$ cat src/rtl/tia_pkg.sv
// Shared constants, register map and colour-priority helpers for the
// video-only TIA model.
package tia_pkg;

    // Line timing defaults (colour clocks).
    localparam logic [7:0] LINE_CLKS_DEF   = 8'd228;
    localparam logic [7:0] HBLANK_CLKS_DEF = 8'd68;
    localparam logic [7:0] HSYNC_START_DEF = 8'd16;
    localparam logic [7:0] HSYNC_END_DEF   = 8'd31;

    // Visible line geometry.
    localparam logic [7:0] VIS_CLKS  = 8'd160;
    localparam logic [7:0] HALF_CLKS = 8'd80;
    localparam int         PF_BITS   = 20;

    // Register addresses.
    localparam logic [5:0] A_VSYNC  = 6'h00;
    localparam logic [5:0] A_VBLANK = 6'h01;
    localparam logic [5:0] A_WSYNC  = 6'h02;
    localparam logic [5:0] A_RSYNC  = 6'h03;
    localparam logic [5:0] A_COLUP0 = 6'h06;
    localparam logic [5:0] A_COLUP1 = 6'h07;
    localparam logic [5:0] A_COLUPF = 6'h08;
    localparam logic [5:0] A_COLUBK = 6'h09;
    localparam logic [5:0] A_CTRLPF = 6'h0A;
    localparam logic [5:0] A_REFP0  = 6'h0B;
    localparam logic [5:0] A_REFP1  = 6'h0C;
    localparam logic [5:0] A_PF0    = 6'h0D;
    localparam logic [5:0] A_PF1    = 6'h0E;
    localparam logic [5:0] A_PF2    = 6'h0F;
    localparam logic [5:0] A_RESP0  = 6'h10;
    localparam logic [5:0] A_RESP1  = 6'h11;
    localparam logic [5:0] A_GRP0   = 6'h1B;
    localparam logic [5:0] A_GRP1   = 6'h1C;

    // Which colour register drives the current pixel.
    typedef enum logic [1:0] {
        SRC_BK = 2'd0,
        SRC_PF = 2'd1,
        SRC_P0 = 2'd2,
        SRC_P1 = 2'd3
    } col_src_e;

    // Normal order is P0 > P1 > PF > BK; pf_pri lifts PF above both players.
    function automatic col_src_e pick_src(input logic pf_pri, input logic pf,
                                          input logic p0, input logic p1);
        col_src_e s;
        s = SRC_BK;
        if (pf_pri) begin
            if (pf)      s = SRC_PF;
            else if (p0) s = SRC_P0;
            else if (p1) s = SRC_P1;
        end else begin
            if (p0)      s = SRC_P0;
            else if (p1) s = SRC_P1;
            else if (pf) s = SRC_PF;
        end
        return s;
    endfunction

    // PF1 is shifted out MSB first, so it is stored reversed in the PF vector.
    function automatic logic [7:0] bitrev8(input logic [7:0] v);
        logic [7:0] r;
        r = '0;
        for (int k = 0; k < 8; k++) r[k] = v[7-k];
        return r;
    endfunction

    // Playfield bit for a 0..19 index; anything out of range reads as empty.
    function automatic logic pf_lookup(input logic [PF_BITS-1:0] bits,
                                       input logic [7:0] idx);
        logic r;
        r = 1'b0;
        for (int k = 0; k < PF_BITS; k++) begin
            if (idx == 8'(k)) r = bits[k];
        end
        return r;
    endfunction

endpackage

$ cat src/rtl/tia_player.sv
// One single-copy 8-pixel player: position, graphics and reflect registers,
// plus the pixel decode for the current beam position.
module tia_player
    import tia_pkg::*;
#(
    parameter logic [5:0] RES_ADDR = A_RESP0,
    parameter logic [5:0] GRP_ADDR = A_GRP0,
    parameter logic [5:0] REF_ADDR = A_REFP0,
    parameter logic [7:0] HBLANK   = HBLANK_CLKS_DEF
) (
    input  logic       osc,
    input  logic       reset,
    input  logic       we_i,
    input  logic [5:0] a_i,
    input  logic [7:0] d_i,
    input  logic [7:0] hcount_i,
    output logic       pix_o
);

    logic [7:0] pos_q, pos_d;
    logic [7:0] grp_q, grp_d;
    logic       ref_q, ref_d;
    logic [7:0] x;
    logic [8:0] off;

    // Beam x; wraps to a large value during hblank, where output is blanked.
    assign x = hcount_i - HBLANK;

    // Register writes and the RES strobe (position snaps to 0 in hblank).
    always_comb begin
        pos_d = pos_q;
        grp_d = grp_q;
        ref_d = ref_q;
        if (we_i) begin
            if (a_i == RES_ADDR) pos_d = (hcount_i >= HBLANK) ? x : 8'd0;
            if (a_i == GRP_ADDR) grp_d = d_i;
            if (a_i == REF_ADDR) ref_d = d_i[3];
        end
    end

    // Player state registers.
    always_ff @(posedge osc or posedge reset) begin
        if (reset) begin
            pos_q <= '0;
            grp_q <= '0;
            ref_q <= 1'b0;
        end else begin
            pos_q <= pos_d;
            grp_q <= grp_d;
            ref_q <= ref_d;
        end
    end

    // Offset from the player start modulo the visible width, so a player
    // placed near the right edge wraps onto the left edge.
    always_comb begin
        if (x >= pos_q) off = {1'b0, x} - {1'b0, pos_q};
        else            off = {1'b0, x} + {1'b0, VIS_CLKS} - {1'b0, pos_q};
        pix_o = 1'b0;
        if (off < 9'd8) pix_o = ref_q ? grp_q[off[2:0]] : grp_q[3'd7 - off[2:0]];
    end

endmodule

$ cat src/rtl/tia_no_audio.sv
// Video-only TIA: colour-clock line timing, CPU clock divider, WSYNC halt,
// background/playfield/two players and registered blank/sync/luma/chroma.
module tia_no_audio
    import tia_pkg::*;
#(
    parameter logic [7:0] LINE_CLKS   = LINE_CLKS_DEF,
    parameter logic [7:0] HBLANK_CLKS = HBLANK_CLKS_DEF,
    parameter logic [7:0] HSYNC_START = HSYNC_START_DEF,
    parameter logic [7:0] HSYNC_END   = HSYNC_END_DEF
) (
    input  logic       osc,
    input  logic       reset,
    input  logic [7:0] d,
    input  logic [5:0] a,
    input  logic       phi2,
    output logic       blk_bar,
    output logic [2:0] l,
    output logic [3:0] c,
    output logic       syn,
    output logic       rdy,
    output logic       phi_theta
);

    logic [1:0] div_q, div_d;
    logic       phi_q, phi_d;
    logic [7:0] hcount_q, hcount_d;
    logic       rdy_q, rdy_d;
    logic       we;

    logic       vsync_q, vsync_d, vblank_q, vblank_d;
    logic [7:1] colup0_q, colup0_d, colup1_q, colup1_d;
    logic [7:1] colupf_q, colupf_d, colubk_q, colubk_d;
    logic [2:0] ctrlpf_q, ctrlpf_d;
    logic [3:0] pf0_q, pf0_d;
    logic [7:0] pf1_q, pf1_d, pf2_q, pf2_d;

    logic       blk_q, blk_d, syn_q, syn_d;
    logic [2:0] l_q, l_d;
    logic [3:0] c_q, c_d;

    logic [7:0]         x, half_x, pf_idx;
    logic               left, pf_on, p0_on, p1_on, blank;
    logic [PF_BITS-1:0] pf_bits;
    logic [7:1]         pf_col, col;
    col_src_e           src;

    // A write lands on the last colour clock of a CPU cycle.
    assign we = (div_q == 2'd2) && phi2;

    // CPU clock: div cycles 0,1,2 and phi_theta is high the clock after div==0.
    always_comb begin
        div_d = (div_q == 2'd2) ? 2'd0 : div_q + 2'd1;
        phi_d = (div_q == 2'd0);
    end

    // Line counter with RSYNC restart; rdy drops on WSYNC and returns when the
    // counter comes back to 0. WSYNC wins so a strobe on the wrap edge halts
    // the CPU through the whole next line.
    always_comb begin
        hcount_d = (hcount_q == LINE_CLKS - 8'd1) ? 8'd0 : hcount_q + 8'd1;
        if (we && a == A_RSYNC) hcount_d = 8'd0;
        rdy_d = rdy_q;
        if (we && a == A_WSYNC)  rdy_d = 1'b0;
        else if (hcount_d == 8'd0) rdy_d = 1'b1;
    end

    // Register file writes; colour bit 0 is never displayed so it is not kept.
    always_comb begin
        vsync_d  = vsync_q;
        vblank_d = vblank_q;
        colup0_d = colup0_q;
        colup1_d = colup1_q;
        colupf_d = colupf_q;
        colubk_d = colubk_q;
        ctrlpf_d = ctrlpf_q;
        pf0_d    = pf0_q;
        pf1_d    = pf1_q;
        pf2_d    = pf2_q;
        if (we) begin
            case (a)
                A_VSYNC:  vsync_d  = d[1];
                A_VBLANK: vblank_d = d[1];
                A_COLUP0: colup0_d = d[7:1];
                A_COLUP1: colup1_d = d[7:1];
                A_COLUPF: colupf_d = d[7:1];
                A_COLUBK: colubk_d = d[7:1];
                A_CTRLPF: ctrlpf_d = d[2:0];
                A_PF0:    pf0_d    = d[7:4];
                A_PF1:    pf1_d    = d;
                A_PF2:    pf2_d    = d;
                default:  ;
            endcase
        end
    end

    // Timing and register state.
    always_ff @(posedge osc or posedge reset) begin
        if (reset) begin
            div_q    <= '0;
            phi_q    <= 1'b0;
            hcount_q <= '0;
            rdy_q    <= 1'b1;
            vsync_q  <= 1'b0;
            vblank_q <= 1'b0;
            colup0_q <= '0;
            colup1_q <= '0;
            colupf_q <= '0;
            colubk_q <= '0;
            ctrlpf_q <= '0;
            pf0_q    <= '0;
            pf1_q    <= '0;
            pf2_q    <= '0;
        end else begin
            div_q    <= div_d;
            phi_q    <= phi_d;
            hcount_q <= hcount_d;
            rdy_q    <= rdy_d;
            vsync_q  <= vsync_d;
            vblank_q <= vblank_d;
            colup0_q <= colup0_d;
            colup1_q <= colup1_d;
            colupf_q <= colupf_d;
            colubk_q <= colubk_d;
            ctrlpf_q <= ctrlpf_d;
            pf0_q    <= pf0_d;
            pf1_q    <= pf1_d;
            pf2_q    <= pf2_d;
        end
    end

    tia_player #(
        .RES_ADDR (A_RESP0),
        .GRP_ADDR (A_GRP0),
        .REF_ADDR (A_REFP0),
        .HBLANK   (HBLANK_CLKS)
    ) u_p0 (
        .osc      (osc),
        .reset    (reset),
        .we_i     (we),
        .a_i      (a),
        .d_i      (d),
        .hcount_i (hcount_q),
        .pix_o    (p0_on)
    );

    tia_player #(
        .RES_ADDR (A_RESP1),
        .GRP_ADDR (A_GRP1),
        .REF_ADDR (A_REFP1),
        .HBLANK   (HBLANK_CLKS)
    ) u_p1 (
        .osc      (osc),
        .reset    (reset),
        .we_i     (we),
        .a_i      (a),
        .d_i      (d),
        .hcount_i (hcount_q),
        .pix_o    (p1_on)
    );

    // PF vector in scan order: PF0[4..7], PF1[7..0], PF2[0..7].
    assign pf_bits = {pf2_q, bitrev8(pf1_q), pf0_q};

    // Playfield index: left half direct, right half repeated or mirrored.
    always_comb begin
        x      = hcount_q - HBLANK_CLKS;
        left   = (x < HALF_CLKS);
        half_x = left ? x : x - HALF_CLKS;
        pf_idx = half_x >> 2;
        if (!left && ctrlpf_q[0]) pf_idx = 8'd19 - pf_idx;
        pf_on  = pf_lookup(pf_bits, pf_idx);
    end

    // Colour selection; score mode paints the playfield in player colours.
    always_comb begin
        pf_col = colupf_q;
        if (ctrlpf_q[1]) pf_col = left ? colup0_q : colup1_q;
        src = pick_src(ctrlpf_q[2], pf_on, p0_on, p1_on);
        case (src)
            SRC_PF:  col = pf_col;
            SRC_P0:  col = colup0_q;
            SRC_P1:  col = colup1_q;
            default: col = colubk_q;
        endcase
    end

    // Blank/sync and the blanked luma/chroma for the current hcount.
    always_comb begin
        blank = (hcount_q < HBLANK_CLKS) || vblank_q;
        blk_d = ~blank;
        syn_d = vsync_q || ((hcount_q >= HSYNC_START) && (hcount_q <= HSYNC_END));
        l_d   = blank ? 3'd0 : col[3:1];
        c_d   = blank ? 4'd0 : col[7:4];
    end

    // Video outputs trail hcount by one colour clock.
    always_ff @(posedge osc or posedge reset) begin
        if (reset) begin
            blk_q <= 1'b0;
            syn_q <= 1'b0;
            l_q   <= '0;
            c_q   <= '0;
        end else begin
            blk_q <= blk_d;
            syn_q <= syn_d;
            l_q   <= l_d;
            c_q   <= c_d;
        end
    end

    assign blk_bar   = blk_q;
    assign syn       = syn_q;
    assign l         = l_q;
    assign c         = c_q;
    assign rdy       = rdy_q;
    assign phi_theta = phi_q;

endmodule

$ cat config.mk
export PLATFORM = sky130hd
export DESIGN_NAME = tia_no_audio
export DESIGN_NICKNAME = d
export VERILOG_FILES = /design/src/rtl/tia_pkg.sv /design/src/rtl/tia_player.sv /design/src/rtl/tia_no_audio.sv
export SDC_FILE = /design/constraint.sdc
export NUM_CORES = 1
export LEC_CHECK = 0
export CORE_MARGIN = 5
export CORE_UTILIZATION = 56
export CTS_CLUSTER_DIAMETER = 50
export DETAILED_ROUTE_END_ITERATION = 10
export PLACE_DENSITY = 0.74
export SLEW_MARGIN = 20
export SYNTH_ARGS = -nofsm -noshare
export SYNTH_HDL_FRONTEND = slang
export SYNTH_SLANG_ARGS = --single-unit
$ cat constraint.sdc
create_clock -name osc -period 5.5 [get_ports osc]
set_clock_uncertainty 0.1 [all_clocks]
set_input_delay 0.55 -clock osc [delete_from_list [all_inputs] [get_ports osc]]
set_output_delay 0.55 -clock osc [all_outputs]
set_load 0.01 [all_outputs]
==> run metrics, run 1 <==
number of register bits inferred by synthesis=107; final estimated routing congestion in global placement=0.939; first-pass GRT wire length=30.4 mm; number of setup violations in the final report=0; violation count after the first detailed-routing iteration=460; Rows=41; gate count after technology mapping=745; total routing usage reported by global routing=25.6%; vias per cell=6.31; capturing element type of the critical path=register; TritonCTS clock tree=yes; clock latency reported for the late side of the worst-skew pair=0.35 ns; clk sinks=107; maximum operating frequency=0.195 GHz; Post-Syn Area per Cell=9.76 µm²; total negative slack for setup checks=0 ns; Synth top area share=36.5%; most instantiated flip-flop cell in the synthesis netlist=sky130_fd_sc_hd__dfrtp_1; Top Ports=28; hold buffer count at cts=0; RSZ-0062 raised after global routing=no; max-cap viol count=0; buffer levels on the longest clock path=2; layout cell share with drive strength beyond 1=17.9%; path type of the worst min-delay path=reg2reg; number of flops mapped to enable cells by yosys=0; length of the first detailed-routing pass in iterations=8; Core Area=12700 µm²; CP required=5.63 ns; netlist area before placement=7270 µm²; Final nets=815; antenna violations before repair=0; maximum level of the CTS H-tree=3; die extent in x=124 µm; layout-stage area growth over the synthesis result=10.3%; Mapped Nets=795; post-route ant nets=0; Diodes inserted=0; top fanout value on the critical path=14; post-layout utilization of the core=63.3%; final hold slack=0.358 ns; cell type with the highest aggregate area in the netlist=sky130_fd_sc_hd__dfrtp_1; number of distinct library cell variants in the gate-level netlist after synthesis=81; via count=5940; number of buffer cells added on primary ports=27; Slew headroom=31.0%; die area=15400 µm²; status=finished clean; Worst EP arrival=5.25 ns; Initial Utilization=57.4%; number of remaining DRC errors=0; share of the yosys chip area belonging to registers=36.9%; number of hold violations in the final report=0; HPWL after detailed placement=13.9 mm; slew at the pin closest to its max-slew limit=1.03 ns; final worst-path cycle share=93.1%; element type at the critical path start=register; Die Y=124 µm; Post-synth top cells=sky130_fd_sc_hd__dfrtp_1, sky130_fd_sc_hd__mux2_2, sky130_fd_sc_hd__nor2_1; minimum period implied by the final worst setup slack=5.12 ns; routed wire length per instance=19.5 µm; Synth area leaders=sky130_fd_sc_hd__dfrtp_1, sky130_fd_sc_hd__mux2_2, sky130_fd_sc_hd__ha_1, sky130_fd_sc_hd__nor2_1, sky130_fd_sc_hd__nand2_1; drt total wl=18.4 mm; maximum number of pins on one net before global-route repair=66; most frequent cell after synthesis=sky130_fd_sc_hd__dfrtp_1; max-slew violation count=0; total CTS buffers=9; number of warning messages in the yosys log=0; fraction of registers with async set/reset=100%; sum of overflow across all layers after global routing=0; number of global-route vias before repair=5998; clock transition at the register clock pins on the worst setup and hold paths after CTS=0.07 ns; class of the most critical setup path=reg2reg; clock root buffer master=sky130_fd_sc_hd__clkbuf_16
-- flip-flops by register name (all words and copies together), names as in the netlist, 3 cells and up --
register,cells
u_p1.grp_q,8
pf1_q,8
l,3
u_p0.pos_q,8
pf0_q,4
c,4
pf2_q,8
u_p0.grp_q,8
colupf_q,7
hcount_q,8
u_p1.pos_q,8
colup0_q,7
colubk_q,7
colup1_q,7
ctrlpf_q,3
-- worst paths after layout --
| check | endpoint | cells after the start | from | slack, ns |
|---|---|---|---|---|
| setup / recovery | c[2] | 17 | hcount_q[4] | 0.38 |
| hold / removal | phi_theta | 1 | div_q[1] | 0.36 |
| setup reg to reg | c[2] | 17 | hcount_q[4] | 0.38 |
| hold reg to reg | phi_theta | 1 | div_q[1] | 0.36 |
| max in group asynchronous | ctrlpf_q[1] | 3 | reset | 3.61 |
| min in group asynchronous | u_p0.grp_q[2] | 2 | reset | 0.62 |
-- per-layer routing --
metal	global-route usage, %	share of wire, %	vias to the layer above	wire length (µm)
met4	9.31	2.8	0	524
met2	42.6	48	237	8860
met3	3.00	5.7	41	1040
met5	0	0	-	0
met1	34.6	43	2896	7980
li1	-	-	2766	-
-- placed cells by master (no fill, tap or decap), types with 8 or more instances in the layout --
cell type and n:
sky130_fd_sc_hd__dfrtp_1 106, sky130_fd_sc_hd__mux2_2 69, sky130_fd_sc_hd__nor2_1 65, sky130_fd_sc_hd__nand2_1 60, sky130_fd_sc_hd__inv_1 51, sky130_fd_sc_hd__o21ai_0 43, sky130_fd_sc_hd__ha_1 31, sky130_fd_sc_hd__clkdlybuf4s50_1 27
sky130_fd_sc_hd__a21oi_1 26, sky130_fd_sc_hd__nand2b_1 18, sky130_fd_sc_hd__nand4_1 17, sky130_fd_sc_hd__nor3_1 17, sky130_fd_sc_hd__xnor2_1 14, sky130_fd_sc_hd__buf_4 13, sky130_fd_sc_hd__o21a_1 11, sky130_fd_sc_hd__a31oi_1 11
sky130_fd_sc_hd__o2111ai_1 10, sky130_fd_sc_hd__o22ai_1 9, sky130_fd_sc_hd__mux4_2 9, sky130_fd_sc_hd__clkbuf_16 9, sky130_fd_sc_hd__nand4b_1 8, sky130_fd_sc_hd__a2111oi_0 8
-- metrics by stage --
step / area, µm² / setup slack, ns / cells
floorplan: 7270 / 0.307 / 745
global placement: 7670 / 0.471 / 926
detailed placement: 7670 / 0.266 / 926
CTS: 8000 / 0.186 / 942
global route: 8020 / 0.0240 / 942
finish: 8020 / 0.380 / 942
-- cell families after synthesis --
kind of cell | share of synthesized area [%]
xor+xnor | 3.39
flops | 36.9
mux | 14.4
buf+inv | 5.35
fa+ha+maj | 5.89
compound gates | 18.1
simple gates | 16.0
-- layout make-up --
type	instances	area (µm²)
clock inverter	6	93.8
tap	172	215
inverter	54	205
timing repair buffer	40	368
clock buffer	10	239
sequential	107	2680
fill	1028	4660
multi-input combinational	553	4220
-- timing repair --
item / CTS / global route
buffers inserted: 0 / 0
gates resized for setup: 0 / 3
endpoints found under the setup margin: 0 / 7
-- worst max-delay path, stage by stage, from the launching register on --
cell	delay, ns
sky130_fd_sc_hd__dfrtp_1	0.56
sky130_fd_sc_hd__or3_1	0.53
sky130_fd_sc_hd__xnor2_1	0.18
sky130_fd_sc_hd__ha_1	0.22
sky130_fd_sc_hd__o21a_1	0.22
sky130_fd_sc_hd__xnor2_1	0.35
sky130_fd_sc_hd__inv_1	0.08
sky130_fd_sc_hd__ha_1	0.32
sky130_fd_sc_hd__nand2_1	0.07
sky130_fd_sc_hd__o21ai_0	0.20
sky130_fd_sc_hd__or3_1	0.40
sky130_fd_sc_hd__o31a_1	0.25
sky130_fd_sc_hd__a211oi_2	0.36
sky130_fd_sc_hd__a32o_1	0.28
sky130_fd_sc_hd__a21oi_4	0.08
sky130_fd_sc_hd__a211o_2	0.46
sky130_fd_sc_hd__a211oi_1	0.28
sky130_fd_sc_hd__a21oi_1	0.06
Power of run 1 is not shown: default switching activity piles up to over one toggle a cycle in this logic, so the estimate is an artifact.
==> run 2, diff against run 1 <==
--- a/config.mk
+++ b/config.mk
@@ -6,11 +6,12 @@
 export NUM_CORES = 1
 export LEC_CHECK = 0
 export CORE_MARGIN = 5
-export CORE_UTILIZATION = 56
+export CORE_UTILIZATION = 57
 export CTS_CLUSTER_DIAMETER = 50
 export DETAILED_ROUTE_END_ITERATION = 10
-export PLACE_DENSITY = 0.74
+export PLACE_DENSITY = 0.75
 export SLEW_MARGIN = 20
 export SYNTH_ARGS = -nofsm -noshare
 export SYNTH_HDL_FRONTEND = slang
+export SYNTH_HIERARCHICAL = 1
 export SYNTH_SLANG_ARGS = --single-unit
==> run 2 against run 1 <==
  * Synthesized cell count increased by 14%
  * First-iteration DRC count increased by 4.3%
  * Cell area increased by 11%
  * Hold slack improved by 0.025 ns
  * Critical path type unchanged
  * Utilization increased by 0.56 points
==> run metrics, run 2 <==
commonest cells after routing, fill and taps aside=sky130_fd_sc_hd__dfrtp_1, sky130_fd_sc_hd__nand2_1, sky130_fd_sc_hd__inv_1, sky130_fd_sc_hd__nor2_1, sky130_fd_sc_hd__mux2_2 (was sky130_fd_sc_hd__dfrtp_1, sky130_fd_sc_hd__mux2_2, sky130_fd_sc_hd__nor2_1, sky130_fd_sc_hd__nand2_1, sky130_fd_sc_hd__inv_1); Top Ports=28 (unchanged); element type at the critical path start=register (unchanged); Synth area leaders=sky130_fd_sc_hd__dfrtp_1, sky130_fd_sc_hd__mux2_2, sky130_fd_sc_hd__ha_1, sky130_fd_sc_hd__inv_1, sky130_fd_sc_hd__nand2_1 (was sky130_fd_sc_hd__dfrtp_1, sky130_fd_sc_hd__mux2_2, sky130_fd_sc_hd__ha_1, sky130_fd_sc_hd__nor2_1, sky130_fd_sc_hd__nand2_1); hold buffer count at cts=0 (unchanged); most frequent cell after synthesis=sky130_fd_sc_hd__dfrtp_1 (unchanged); share of total power in sequential cells=16.8%; end of the worst hold path=div_q[0] (was phi_theta); switching component of the power=2.90 mW; Rows=43 (was 41); most instantiated flip-flop cell in the synthesis netlist=sky130_fd_sc_hd__dfrtp_1 (unchanged); slew at the pin closest to its max-slew limit=1.08 ns (was 1.03 ns); maximum level of the CTS H-tree=3 (unchanged); layout cell share with drive strength beyond 1=15.3% (was 17.9%); fraction of registers with async set/reset=100% (unchanged); post-layout utilization of the core=63.8% (was 63.3%); netlist area before placement=8150 µm² (was 7270 µm²); Die Y=130 µm (was 124 µm); first-pass GRT wire length=32.9 mm (was 30.4 mm); areal power density over the cells=652 nW/µm²; Total Power Consumption=5.80 mW; max-cap viol count=0 (unchanged); power share of the clock group=11.2%; class of the most critical setup path=reg2reg (unchanged); Post-Syn Area per Cell=9.58 µm² (was 9.76 µm²); total negative slack for setup checks=0 ns (unchanged); final estimated routing congestion in global placement=0.985 (was 0.939); max-slew violation count=0 (unchanged); net switching fraction of the power=50.0%; Critical R2R Capture=l[2] (was c[2]); number of buffer cells added on primary ports=27 (unchanged); maximum number of pins on one net before global-route repair=74 (was 66); final critical-path setup slack=0.399 ns (was 0.380 ns); layout-stage area growth over the synthesis result=9.10% (was 10.3%); dpl cells=1040 (was 926); post-route ant nets=0 (unchanged); length of the first detailed-routing pass in iterations=5 (was 8); Post-synth top cells=sky130_fd_sc_hd__dfrtp_1, sky130_fd_sc_hd__inv_1, sky130_fd_sc_hd__nand2_1 (was sky130_fd_sc_hd__dfrtp_1, sky130_fd_sc_hd__mux2_2, sky130_fd_sc_hd__nor2_1); r2r setup slk=0.40 ns (was 0.38 ns); number of global-route vias before repair=6636 (was 5998); Slew headroom=27.4% (was 31.0%); clock latency reported for the late side of the worst-skew pair=0.36 ns (was 0.35 ns); gate count after technology mapping=851 (was 745); launch instance of the worst min-delay path=div_q[1] (unchanged); sum of overflow across all layers after global routing=0 (unchanged); violation count after the first detailed-routing iteration=480 (was 460); routed wire length per instance=18.7 µm (was 19.5 µm); Final nets=945 (was 815); antenna violations before repair=0 (unchanged); die area=16800 µm² (was 15400 µm²); via count=6669 (was 5940); depth of the most critical reg-to-reg path=14 (was 17); CP required=5.61 ns (was 5.63 ns); capturing element type of the critical path=register (unchanged); HPWL after detailed placement=14.7 mm (was 13.9 mm); drt total wl=19.8 mm (was 18.4 mm); post-cts resize count=0 (unchanged); combinational share of power=72.0%; most common cell after layout, fill and taps aside=sky130_fd_sc_hd__dfrtp_1 (unchanged); Peak VDD IR=0.000449 V; share of the yosys chip area belonging to registers=32.9% (was 36.9%); status=finished clean (unchanged); Mapped Nets=925 (was 795); cell type with the highest aggregate area in the netlist=sky130_fd_sc_hd__dfrtp_1 (unchanged); total routing usage reported by global routing=24.3% (was 25.6%); Post-CTS Repair Setup Buffers=0 (unchanged); placed inst area=8580 µm² (was 7670 µm²); Post-Place Worst Slack=0.386 ns (was 0.266 ns); total CTS buffers=9 (unchanged); path type of the worst min-delay path=reg2reg (unchanged); number of stages on the worst hold path=1 (unchanged); number of hold violations in the final report=0 (unchanged); number of non-filler instances in the completed layout=1056 (was 942); maximum operating frequency=0.196 GHz (was 0.195 GHz); number of setup violations in the final report=0 (unchanged); total non-filler cell area in the finished layout=8890 µm² (was 8020 µm²); TritonCTS clock tree=yes (unchanged); vias per cell=6.32 (was 6.31); clock transition at the register clock pins on the worst setup and hold paths after CTS=0.08 ns (was 0.07 ns); clock root buffer master=sky130_fd_sc_hd__clkbuf_16 (unchanged); standby leakage power=3.90 nW; final worst-path cycle share=92.7% (was 93.1%); FF-to-FF Start=hcount_q[4] (unchanged); internal power component=2.90 mW; clk sinks=107 (unchanged); die extent in x=130 µm (was 124 µm); Initial Utilization=58.5% (was 57.4%); number of distinct library cell variants in the gate-level netlist after synthesis=88 (was 81); minimum period implied by the final worst setup slack=5.10 ns (was 5.12 ns); RSZ-0062 raised after global routing=no (unchanged); number of remaining DRC errors=0 (unchanged); buffer levels on the longest clock path=2 (unchanged); Diodes inserted=0 (unchanged); Core Area=13900 µm² (was 12700 µm²); Worst EP arrival=5.22 ns (was 5.25 ns); number of register bits inferred by synthesis=107 (unchanged); top fanout value on the critical path=17 (was 14); final hold slack=0.383 ns (was 0.358 ns); Synth top area share=32.5% (was 36.5%); number of warning messages in the yosys log=6 (was 0); number of flops mapped to enable cells by yosys=0 (unchanged)
## run 2: cell types whose count changed after synthesis, moves of 8 or more
cell,change
sky130_fd_sc_hd__fa_1,+10
sky130_fd_sc_hd__nand3_1,+16
sky130_fd_sc_hd__xor2_1,+8
sky130_fd_sc_hd__nor3b_1,+9
sky130_fd_sc_hd__o2111ai_1,-8
sky130_fd_sc_hd__nand2_1,+13
sky130_fd_sc_hd__inv_1,+21
sky130_fd_sc_hd__mux2_2,-9
sky130_fd_sc_hd__o21ai_1,+8
sky130_fd_sc_hd__nand4_1,-8
sky130_fd_sc_hd__mux2i_1,+8
sky130_fd_sc_hd__o21ai_0,-14
sky130_fd_sc_hd__ha_1,+14
## run 2: worst max-delay path by stage
stage                startpoint   end  slack, ns  cells past startpoint
floorplan           hcount_q[2]  c[1]       0.46                     20
global placement    hcount_q[2]  c[0]       0.55                     18
detailed placement  hcount_q[2]  l[2]       0.39                     18
CTS                 hcount_q[2]  c[2]       0.33                     18
global route        hcount_q[2]  l[2]       0.04                     18
finish              hcount_q[4]  l[2]       0.40                     14
## run 2: routing by layer
metal | part of all wire (%) | GRT usage (%) | up-vias
met4 | 2.1 | 7.27 | 0
met5 | 0 | 0 | -
met2 | 50 | 42.6 | 224
met3 | 4.7 | 3.59 | 39
met1 | 43 | 31.4 | 3272
li1 | - | - | 3134
## run 2: worst max-delay path, cell delays in order (launching register included)
cell,delay [ns]
sky130_fd_sc_hd__dfrtp_1,0.66
sky130_fd_sc_hd__o41ai_1,0.55
sky130_fd_sc_hd__xor2_1,0.38
sky130_fd_sc_hd__inv_1,0.15
sky130_fd_sc_hd__fa_1,0.56
sky130_fd_sc_hd__a211oi_1,0.21
sky130_fd_sc_hd__o22ai_1,0.12
sky130_fd_sc_hd__nor4_1,0.31
sky130_fd_sc_hd__nand4_1,0.18
sky130_fd_sc_hd__a221oi_2,0.31
sky130_fd_sc_hd__buf_4,0.21
sky130_fd_sc_hd__or2_2,0.19
sky130_fd_sc_hd__nor2b_1,0.36
sky130_fd_sc_hd__o22ai_1,0.16
sky130_fd_sc_hd__a2111oi_1,0.48
## run 2: cells by family (layout without fill, tap and decap cells)
family                   after synthesis  after routing  synth area share, %
flip-flops                           107            107                 32.9
XOR/XNOR                              33             33                 3.64
AO/OA/AOI/OAI                        203            203                 18.7
adder cells (fa/ha/maj)               57             57                 9.86
buffers and inverters                110            135                 5.82
multiplexers                          92             92                 13.9
AND/OR/NAND/NOR                      249            249                 15.2
## run 2: layout make-up
type | instances | area, µm²
multi-input cells | 634 | 5000
inverters | 76 | 285
flip-flops and latches | 107 | 2680
clock inverters | 6 | 68.8
clock buffers | 10 | 239
fillers | 1136 | 5040
repair buffers | 43 | 394
well taps | 180 | 225
## run 2: power groups by stage
| stage | combinational, mW | clock [mW] | sequential, mW |
|---|---|---|---|
| after detailed placement | 4.09 | 0 | 0.986 |
| final | 4.17 | 0.651 | 0.973 |
| after global routing | 4.60 | 0.693 | 0.985 |
| after global placement | 3.95 | 0 | 0.980 |
| after floorplan | 3.31 | 0 | 0.955 |
| after CTS | 4.12 | 0.665 | 0.972 |
(Power assumes the default switching activity.)
